--- src/rtl/vending_fsm.sv ---
// -----------------------------------------------------------------------------
// vending_fsm
// Main control FSM of the vending machine. It accumulates coin credit in
// IDLE/SELECT, accepts a product choice on confirm (or returns money on
// cancel/timeout), then sequences a timed DISPENSE phase and a timed CHANGE
// phase. It drives the LED controller's state code, per-product enables and
// blink input.
//
// Ports
//   clk                       system clock, rising edge
//   rst_n                     synchronous active-low reset
//   coin_1/coin_5/coin_10     one-cycle coin pulses worth 1/5/10 units
//   sw_child/sw_men/sw_women  level product selection switches
//   btn_confirm/btn_cancel    one-cycle button pulses
//   state                     00 IDLE, 01 SELECT, 10 DISPENSE, 11 CHANGE
//   en_child/en_men/en_women  credit covers that product (SELECT only)
//   blink                     free-running square wave
//   credit                    current credit
//   dispense_*                one-cycle dispense pulse
//   change                    amount to return, valid while state==CHANGE
//   coin_reject               one-cycle pulse when offered coins are refused
// All outputs are registered.
// -----------------------------------------------------------------------------
module vending_fsm #(
   parameter int CREDIT_W        = 6,
   parameter int PRICE_CHILD     = 10,
   parameter int PRICE_MEN       = 15,
   parameter int PRICE_WOMEN     = 20,
   parameter int BLINK_DIV       = 25000000,
   parameter int DISPENSE_CYCLES = 50000000,
   parameter int CHANGE_CYCLES   = 50000000,
   parameter int TIMEOUT_CYCLES  = 500000000
) (
   input  logic                clk,
   input  logic                rst_n,
   input  logic                coin_1,
   input  logic                coin_5,
   input  logic                coin_10,
   input  logic                sw_child,
   input  logic                sw_men,
   input  logic                sw_women,
   input  logic                btn_confirm,
   input  logic                btn_cancel,
   output logic [1:0]          state,
   output logic                en_child,
   output logic                en_men,
   output logic                en_women,
   output logic                blink,
   output logic [CREDIT_W-1:0] credit,
   output logic                dispense_child,
   output logic                dispense_men,
   output logic                dispense_women,
   output logic [CREDIT_W-1:0] change,
   output logic                coin_reject
);

   typedef enum logic [1:0] {
      ST_IDLE     = 2'b00,
      ST_SELECT   = 2'b01,
      ST_DISPENSE = 2'b10,
      ST_CHANGE   = 2'b11
   } state_t;

   // One phase counter serves both timed states, so size it for the longer one.
   localparam int PH_MAX = (DISPENSE_CYCLES > CHANGE_CYCLES) ? DISPENSE_CYCLES : CHANGE_CYCLES;
   localparam int PH_W   = $clog2(PH_MAX + 1);
   localparam int TMO_W  = $clog2(TIMEOUT_CYCLES + 1);
   localparam int BLK_W  = $clog2(BLINK_DIV + 1);

   localparam logic [PH_W-1:0]     DISP_LAST = PH_W'(DISPENSE_CYCLES - 1);
   localparam logic [PH_W-1:0]     CHG_LAST  = PH_W'(CHANGE_CYCLES - 1);
   localparam logic [TMO_W-1:0]    TMO_LAST  = TMO_W'(TIMEOUT_CYCLES - 1);
   localparam logic [BLK_W-1:0]    BLK_LAST  = BLK_W'(BLINK_DIV - 1);
   localparam logic [CREDIT_W:0]   CREDIT_MAX = {1'b0, {CREDIT_W{1'b1}}};
   localparam logic [CREDIT_W-1:0] P_CHILD   = CREDIT_W'(PRICE_CHILD);
   localparam logic [CREDIT_W-1:0] P_MEN     = CREDIT_W'(PRICE_MEN);
   localparam logic [CREDIT_W-1:0] P_WOMEN   = CREDIT_W'(PRICE_WOMEN);

   // Enable pattern {child, men, women} for a given credit.
   function automatic logic [2:0] en_mask(input logic [CREDIT_W-1:0] c);
      en_mask = {(c >= P_CHILD), (c >= P_MEN), (c >= P_WOMEN)};
   endfunction

   state_t              state_r;
   logic [CREDIT_W-1:0] credit_r;
   logic [CREDIT_W-1:0] change_r;
   logic [2:0]          en_r;
   logic [2:0]          dispense_r;
   logic [2:0]          prod_r;
   logic                coin_reject_r;
   logic                blink_r;
   logic [BLK_W-1:0]    blk_cnt_r;
   logic [PH_W-1:0]     ph_r;
   logic [TMO_W-1:0]    tmo_r;
   logic [2:0]          sw_prev_r;

   logic [4:0]          coin_val_s;
   logic                coin_any_s;
   logic [CREDIT_W:0]   sum_s;
   logic                fits_s;
   logic [CREDIT_W-1:0] credit_add_s;
   logic [CREDIT_W-1:0] coin_acc_s;
   logic [2:0]          sw_s;
   logic                activity_s;
   logic [2:0]          pick_s;
   logic [CREDIT_W-1:0] price_s;
   logic                coin_reject_s;
   logic [PH_W-1:0]     ph_inc_s;

   // Coin value, overflow check and credit after accepting this cycle's coins.
   always_comb begin
      coin_val_s   = (coin_1 ? 5'd1 : 5'd0) + (coin_5 ? 5'd5 : 5'd0) + (coin_10 ? 5'd10 : 5'd0);
      coin_any_s   = (coin_val_s != 5'd0);
      sum_s        = {1'b0, credit_r} + (CREDIT_W+1)'(coin_val_s);
      fits_s       = (sum_s <= CREDIT_MAX);
      if (fits_s) begin
         credit_add_s = sum_s[CREDIT_W-1:0];
         coin_acc_s   = CREDIT_W'(coin_val_s);
      end else begin
         credit_add_s = credit_r;
         coin_acc_s   = {CREDIT_W{1'b0}};
      end
      sw_s       = {sw_child, sw_men, sw_women};
      activity_s = coin_any_s | btn_confirm | btn_cancel | (sw_s != sw_prev_r);
      ph_inc_s   = ph_r + PH_W'(1);
   end

   // Product choice on confirm: child > men > women, switch on and enabled.
   // The registered enables reflect credit before this cycle's coins.
   always_comb begin
      if (sw_child && en_r[2]) begin
         pick_s  = 3'b100;
         price_s = P_CHILD;
      end else if (sw_men && en_r[1]) begin
         pick_s  = 3'b010;
         price_s = P_MEN;
      end else if (sw_women && en_r[0]) begin
         pick_s  = 3'b001;
         price_s = P_WOMEN;
      end else begin
         pick_s  = 3'b000;
         price_s = {CREDIT_W{1'b0}};
      end
   end

   // Coins are refused on overflow while collecting, and always while busy.
   always_comb begin
      case (state_r)
         ST_IDLE, ST_SELECT: coin_reject_s = coin_any_s & ~fits_s;
         default:            coin_reject_s = coin_any_s;
      endcase
   end

   // Main FSM, blink generator and all registered outputs.
   always_ff @(posedge clk) begin
      if (!rst_n) begin
         state_r       <= ST_IDLE;
         credit_r      <= {CREDIT_W{1'b0}};
         change_r      <= {CREDIT_W{1'b0}};
         en_r          <= 3'b000;
         dispense_r    <= 3'b000;
         prod_r        <= 3'b000;
         coin_reject_r <= 1'b0;
         blink_r       <= 1'b0;
         blk_cnt_r     <= {BLK_W{1'b0}};
         ph_r          <= {PH_W{1'b0}};
         tmo_r         <= {TMO_W{1'b0}};
         sw_prev_r     <= 3'b000;
      end else begin
         if (blk_cnt_r == BLK_LAST) begin
            blk_cnt_r <= {BLK_W{1'b0}};
            blink_r   <= ~blink_r;
         end else begin
            blk_cnt_r <= blk_cnt_r + BLK_W'(1);
         end
         sw_prev_r     <= sw_s;
         coin_reject_r <= coin_reject_s;
         dispense_r    <= 3'b000;
         en_r          <= 3'b000;

         case (state_r)
            ST_IDLE: begin
               tmo_r <= {TMO_W{1'b0}};
               ph_r  <= {PH_W{1'b0}};
               if (coin_any_s && fits_s) begin
                  state_r  <= ST_SELECT;
                  credit_r <= credit_add_s;
                  en_r     <= en_mask(credit_add_s);
               end else begin
                  credit_r <= {CREDIT_W{1'b0}};
               end
            end
            ST_SELECT: begin
               if (btn_cancel) begin
                  // Money inserted alongside the cancel is returned as well.
                  state_r  <= ST_CHANGE;
                  change_r <= credit_add_s;
                  credit_r <= credit_add_s;
                  ph_r     <= {PH_W{1'b0}};
                  tmo_r    <= {TMO_W{1'b0}};
               end else if (btn_confirm && (pick_s != 3'b000)) begin
                  state_r  <= ST_DISPENSE;
                  prod_r   <= pick_s;
                  change_r <= credit_r - price_s + coin_acc_s;
                  ph_r     <= {PH_W{1'b0}};
                  tmo_r    <= {TMO_W{1'b0}};
                  // A one-cycle dispense phase fires its pulse immediately.
                  if (DISP_LAST == {PH_W{1'b0}}) begin
                     dispense_r <= pick_s;
                     credit_r   <= {CREDIT_W{1'b0}};
                  end else begin
                     credit_r   <= credit_add_s;
                  end
               end else if (!activity_s && (tmo_r == TMO_LAST)) begin
                  state_r  <= ST_CHANGE;
                  change_r <= credit_r;
                  ph_r     <= {PH_W{1'b0}};
                  tmo_r    <= {TMO_W{1'b0}};
               end else begin
                  credit_r <= credit_add_s;
                  en_r     <= en_mask(credit_add_s);
                  tmo_r    <= activity_s ? {TMO_W{1'b0}} : (tmo_r + TMO_W'(1));
               end
            end
            ST_DISPENSE: begin
               tmo_r <= {TMO_W{1'b0}};
               if (ph_r == DISP_LAST) begin
                  state_r  <= (change_r != {CREDIT_W{1'b0}}) ? ST_CHANGE : ST_IDLE;
                  ph_r     <= {PH_W{1'b0}};
                  credit_r <= {CREDIT_W{1'b0}};
               end else begin
                  ph_r <= ph_inc_s;
                  // Pulse and credit clear become visible in the last cycle.
                  if (ph_inc_s == DISP_LAST) begin
                     dispense_r <= prod_r;
                     credit_r   <= {CREDIT_W{1'b0}};
                  end else begin
                     dispense_r <= 3'b000;
                  end
               end
            end
            ST_CHANGE: begin
               tmo_r <= {TMO_W{1'b0}};
               if (ph_r == CHG_LAST) begin
                  state_r  <= ST_IDLE;
                  change_r <= {CREDIT_W{1'b0}};
                  credit_r <= {CREDIT_W{1'b0}};
                  ph_r     <= {PH_W{1'b0}};
               end else begin
                  ph_r <= ph_inc_s;
               end
            end
            default: begin
               state_r  <= ST_IDLE;
               credit_r <= {CREDIT_W{1'b0}};
               change_r <= {CREDIT_W{1'b0}};
               ph_r     <= {PH_W{1'b0}};
               tmo_r    <= {TMO_W{1'b0}};
            end
         endcase
      end
   end

   assign state          = state_r;
   assign en_child       = en_r[2];
   assign en_men         = en_r[1];
   assign en_women       = en_r[0];
   assign blink          = blink_r;
   assign credit         = credit_r;
   assign dispense_child = dispense_r[2];
   assign dispense_men   = dispense_r[1];
   assign dispense_women = dispense_r[0];
   assign change         = change_r;
   assign coin_reject    = coin_reject_r;

endmodule

--- config.mk ---
export PLATFORM = sky130hd
export DESIGN_NAME = vending_fsm
export DESIGN_NICKNAME = d
export VERILOG_FILES = /design/src/rtl/vending_fsm.sv
export SDC_FILE = /design/constraint.sdc
export NUM_CORES = 1
export LEC_CHECK = 0
export CAP_MARGIN = 20
export CORE_UTILIZATION = 31
export DETAILED_ROUTE_END_ITERATION = 12
export SLEW_MARGIN = 30
export SYNTH_ARGS = -nofsm -noshare
export SYNTH_HDL_FRONTEND = slang
export SYNTH_SLANG_ARGS = --single-unit
--- constraint.sdc ---
create_clock -name clk -period 12.8 [get_ports clk]
set_input_delay 1.28 -clock clk [delete_from_list [all_inputs] [get_ports clk]]
set_output_delay 1.28 -clock clk [all_outputs]
set_load 0.01 [all_outputs]
-- After elaboration in Yosys (flattened, before gate mapping)
Index checks and enable logic that the tools add are counted.
- bits in registers: 108
- input bits: 10
- output and inout port bits: 22
- word-level logic and storage cells: 116
- add/subtract/negate cells: 8
- $lt $le $gt $ge: 4
- equality and inequality tests: 14
- mux-type cells: 47
- bitwise gates (word level): 10
- reductions and logical operators: 21
- operator list (cell ; count):
    two-way mux 29 bit ; 4
    two-way mux 26 bit ; 4
    one-hot mux 26 bit (3 select lines) ; 1
    two-way mux 6 bit ; 11
    one-hot mux 29 bit (2 select lines) ; 1
    equality test 26 bit, second input constant ; 2
    adder 29 x 1 -> 29 bit, second input constant ; 1
    equality test 29 bit, second input constant ; 1
    adder 26 x 1 -> 26 bit, second input constant ; 1
    adder 25 x 1 -> 25 bit, second input constant ; 1
    equality test 25 bit, second input constant ; 1
    one-hot mux 6 bit (4 select lines) ; 1
    two-way mux 5 bit ; 4
    two-way mux 3 bit ; 6
    two-way mux 2 bit ; 8
    greater-or-equal comparator 6 x 4 -> 1 bit, second input constant ; 2
    one-hot mux 6 bit (2 select lines) ; 1
    AND reduction 3 bit ; 3
    inequality test 4 bit, second input constant ; 2
    one-hot mux 2 bit (4 select lines) ; 1
    adder 6 x 5 -> 7 bit ; 1
    <= comparator 7 x 6 -> 1 bit, second input constant ; 1
    adder 6 bit ; 1
    greater-or-equal comparator 6 x 5 -> 1 bit, second input constant ; 1
    other kinds (25) ; 44

-- Logic depth before layout (Yosys ltp)
- word-level depth: 13
- gate-level depth with buffers: 19

-- Least setup slack after synthesis
OpenSTA, ideal clock, no wires.
- path type: input -> register
- from: in coin_1
- to: reg change_r[5] (netlist: change[5])
- arrival time: 4.973 ns
- data required time: 12.676 ns
- setup slack: 7.703 ns
- stages on the path: 17
- buffers on the path: 1
- cell sequence: ha_1 > ha_1 > fa_1 > nand3_1 > a21boi_0 > o21ai_2 > clkbuf_1 > and2_1 > fa_1 > ha_1 > a21o_1 > a21oi_1 > o21ai_0 > xnor2_1 > o21a_1 > nor3_1 > o22ai_1
- cells in the longest elaborated chain, start to end: 11
- RTL lines (item ; line ; text):
    start, declared ; 36 ; input logic coin_1,
    two-way mux 1 bit * ; 112 ; coin_val_s = (coin_1 ? 5'd1 : 5'd0) + (coin_5 ? 5'd5 : 5'd0) + (coin_10 ? 5'd10 : 5'd0);
    adder 1 x 3 -> 4 bit * ; 112 ;
    adder 4 x 4 -> 5 bit * ; 112 ;
    branches (longest 8 deep; another with adder 6 x 5 -> 7 bit) ; - ;
    end signal, assigned ; 204 ; change_r <= credit_r - price_s + coin_acc_s;
    end signal, assigned ; 216 ; change_r <= credit_r;
    end signal, assigned ; 246 ; change_r <= {CREDIT_W{1'b0}};
    end, declared ; 86 ; logic [CREDIT_W-1:0] change_r;
Every way passes the cells marked *.
A chain may end at the register's enable or synchronous reset.

-- Worst setup path after layout
- from: in coin_5
- to: reg change_r[5] (netlist: change[5])
- cells in the longest elaborated chain, start to end: 11
- RTL lines (item ; line ; text):
    start, declared ; 37 ; input logic coin_5,
    two-way mux 3 bit * ; 112 ;
    adder 1 x 3 -> 4 bit * ; 112 ;
    adder 4 x 4 -> 5 bit * ; 112 ;
    branches (longest 8 deep; another with adder 6 x 5 -> 7 bit) ; - ;
Marks and branches as above.

==> out/metrics.yaml <==
grt.total_usage_pct: 14.4
wl_per_cell_um: 13.7
skew_ns: 0.00993
rsz0062_at_grt: "no"
critPathRequiredTime_ns: 13.01
outcome: "complete, no violations"
grt_pass1_wl_um: 23400
antennaDiodeCount: 0
seq_area_frac_synth_pct: 35.2
vias: 5006
slew_viol_final: 0
synth.area.mux_share_pct: 1.81
die_h_um: 143
slew_headroom_pct: 46.5
dp_hpwl_um: 9790
synth_top_cell_area_share_pct: 35.2
worstPathMaxFanout: 18
synthTopCellsByArea: "dfxtp_1, nor2_1, xor2_1"
max_cap_viol_count: 0
area.growth.synth_to_final_pct: 12.3
async_flop_share_pct: 0
clk_latency_ns: 0.35
drt-total-wl_um: 13800
cts_tree: "done"
first_global_vias: 4583
utilization_pct: 35.4
dr.first_iter.drc_count: 366
nets: 778
cts_buffers: 9
rows: 51
grt_overflow: 0
die_w_um: 143
synth_edf_count: 0
cts.clk_slew.worst_paths_ns: 0.07
cts_root_buf: "clkbuf_16"
synth_area_leader_cell: "dfxtp_1"
drcViolationCount: 0
worst_pin_slew_ns: 0.801
synth_compound_area_share_pct: 14.0
gp_congestion: 0.822
design_area_sq_mm: 0.00689
cp.arrival_ns: 5.81
cts_setup_buffers: 0
synth-xor-area-share_pct: 10.1
postRouteAntennaNets: 0
crit_path_start_kind: "input pin"
h-tree-depth: 3
crit_type: "in2reg"
post_cts_resized: 0
synth_warnings: 0
synth.net_count: 766
fp.coreArea_sq_mm: 0.0195
ir_worst_vdd_uv: 94.6
post_dp_cell_area_sq_mm: 0.00661
initial_core_util_pct: 31.5
die_area_sq_mm: 0.0204
leakagePower_nw: 2.41
worstSetupEndpointType: "flop"
drive_above_1_share_pct: 6.96
syn_avg_cell_area_sq_um: 8.39
pin_count: 32
finalSetupTns_ns: 0
antenna_found_initial: 0
clock_sinks: 108
clk_path_buf_depth: 2
grt_max_degree: 39
power_w: 0.00100
postCtsHoldBufs: 0
synthAdderAreaFrac_pct: 5.83
hold_class: "reg2reg"
synthCells: 731
layout.cells.non_filler: 1012
finalSetupViolations: 0
power_density_mw_per_mm2: 146
ys.flop_type: "dfxtp_1"
timing.final.crit_period_ns: 5.60
routed_via_density: 4.95
dr.pass1.iters: 5
yosys.area_share.simple_pct: 28.5
max_freq_mhz: 179
place_inst: 997
post-route-period-util_pct: 43.7
syn_area_sq_mm: 0.00614
synth_seq_cells: 108
hold_violations: 0
synth_top_family_by_area: "simple AND/OR/NAND/NOR gates"
port_buffers: 31
synthDistinctLibCells: 67
[path summary, 6_finish.rpt]
path	slack (ns)	depth (start not counted)	endpoint	from
max	7.20	18	change[5]	coin_5
min	0.45	2	dispense_r[1]	prod_r[1]
max reg2reg	8.58	15	change[5]	credit[0]
min reg2reg	0.45	2	dispense_r[1]	prod_r[1]
[power breakdown]
group | switching, W | internal (W)
Combinational | 0.000185 | 0.000151
Sequential | 0.0000400 | 0.000357
Clock | 0.000133 | 0.000140
[kinds of logic after synthesis]
| kind of cell | count (synthesis) |
|---|---|
| and+or+nand+nor | 332 |
| AOI/OAI and AO/OA | 130 |
| DFF | 108 |
| xor gates and xnor gates | 71 |
| buffers and inverters | 54 |
| adders and majority gates | 25 |
| muxes | 11 |
[per-stage QoR]
stage	worst slack, ns	hold WS (ns)
after floorplan	7.70	0.408
after global placement	6.99	0.441
after detailed placement	6.86	0.439
after CTS	7.22	0.454
after global routing	6.77	0.484
final	7.20	0.448
[state kept, by name (all words and copies together), names as in the netlist, 6 cells and up]
signal     count
blk_cnt_r     25
change         6
credit         6
ph_r          26
tmo_r         29
[synthesized netlist by cell type (3+ instances only)]
| cell | number |
|---|---|
| a21o_1 | 4 |
| nand2b_1 | 7 |
| and3_1 | 18 |
| nor3_1 | 19 |
| nor4_1 | 7 |
| nand2_1 | 70 |
| o21ai_2 | 16 |
| a31oi_1 | 4 |
| and2_1 | 16 |
| or4_1 | 4 |
| o21ai_0 | 28 |
| nand4_1 | 21 |
| buf_6 | 4 |
| o31ai_1 | 12 |
| nand3_1 | 32 |
| and4_1 | 8 |
| nor3b_1 | 3 |
| or3_1 | 4 |
| dfxtp_1 | 108 |
| xor2_1 | 41 |
| fa_1 | 6 |
| ha_1 | 19 |
| o41ai_1 | 6 |
| a21oi_1 | 31 |
| a31o_2 | 3 |
| a21boi_0 | 3 |
| nor2_1 | 96 |
| nand4b_1 | 5 |
| xnor2_1 | 30 |
| nor2b_1 | 3 |
| clkbuf_1 | 13 |
| buf_2 | 10 |
| o22ai_1 | 7 |
| mux2i_1 | 10 |
| inv_1 | 21 |
[cell type report]
class,count,area (sq um)
clock buffer,10,239
tap,265,332
multi-input combinational,569,3700
fill,2032,12600
timing repair buffer,34,333
inverter,21,78.8
clock inverter,5,45.0
sequential,108,2160
[layer usage]
metal	track usage [%]	wire length [um]
met3	3.25	479
met2	20.6	5640
met1	21.1	7470
met4	4.53	240
met5	0	0
[cell usage in the layout, fill, tap and decap left out, types with 9 or more instances in the layout]
master,n
a21oi_1,31
and2_1,16
and3_1,18
clkbuf_16,9
clkdlybuf4s50_1,31
dfxtp_1,108
ha_1,19
inv_1,21
mux2i_1,10
nand2_1,70
nand3_1,32
nand4_1,21
nor2_1,96
nor3_1,19
o21ai_0,28
o21ai_2,16
o31ai_1,12
xnor2_1,30
xor2_1,41
[worst max-delay path, cell delays in order]
cell	delay (ns)
clkdlybuf4s50_1	0.53
ha_1	0.19
ha_1	0.17
xor2_1	0.31
ha_1	0.31
nand3_1	0.12
a21boi_0	0.11
o21ai_2	0.60
and2_1	0.24
fa_1	0.46
ha_1	0.32
a21o_1	0.16
a21oi_1	0.21
o21ai_0	0.16
xnor2_1	0.16
o21a_1	0.17
nor3_1	0.18
o22ai_1	0.12
No activity file was read; power rests on OpenSTA's default activity.
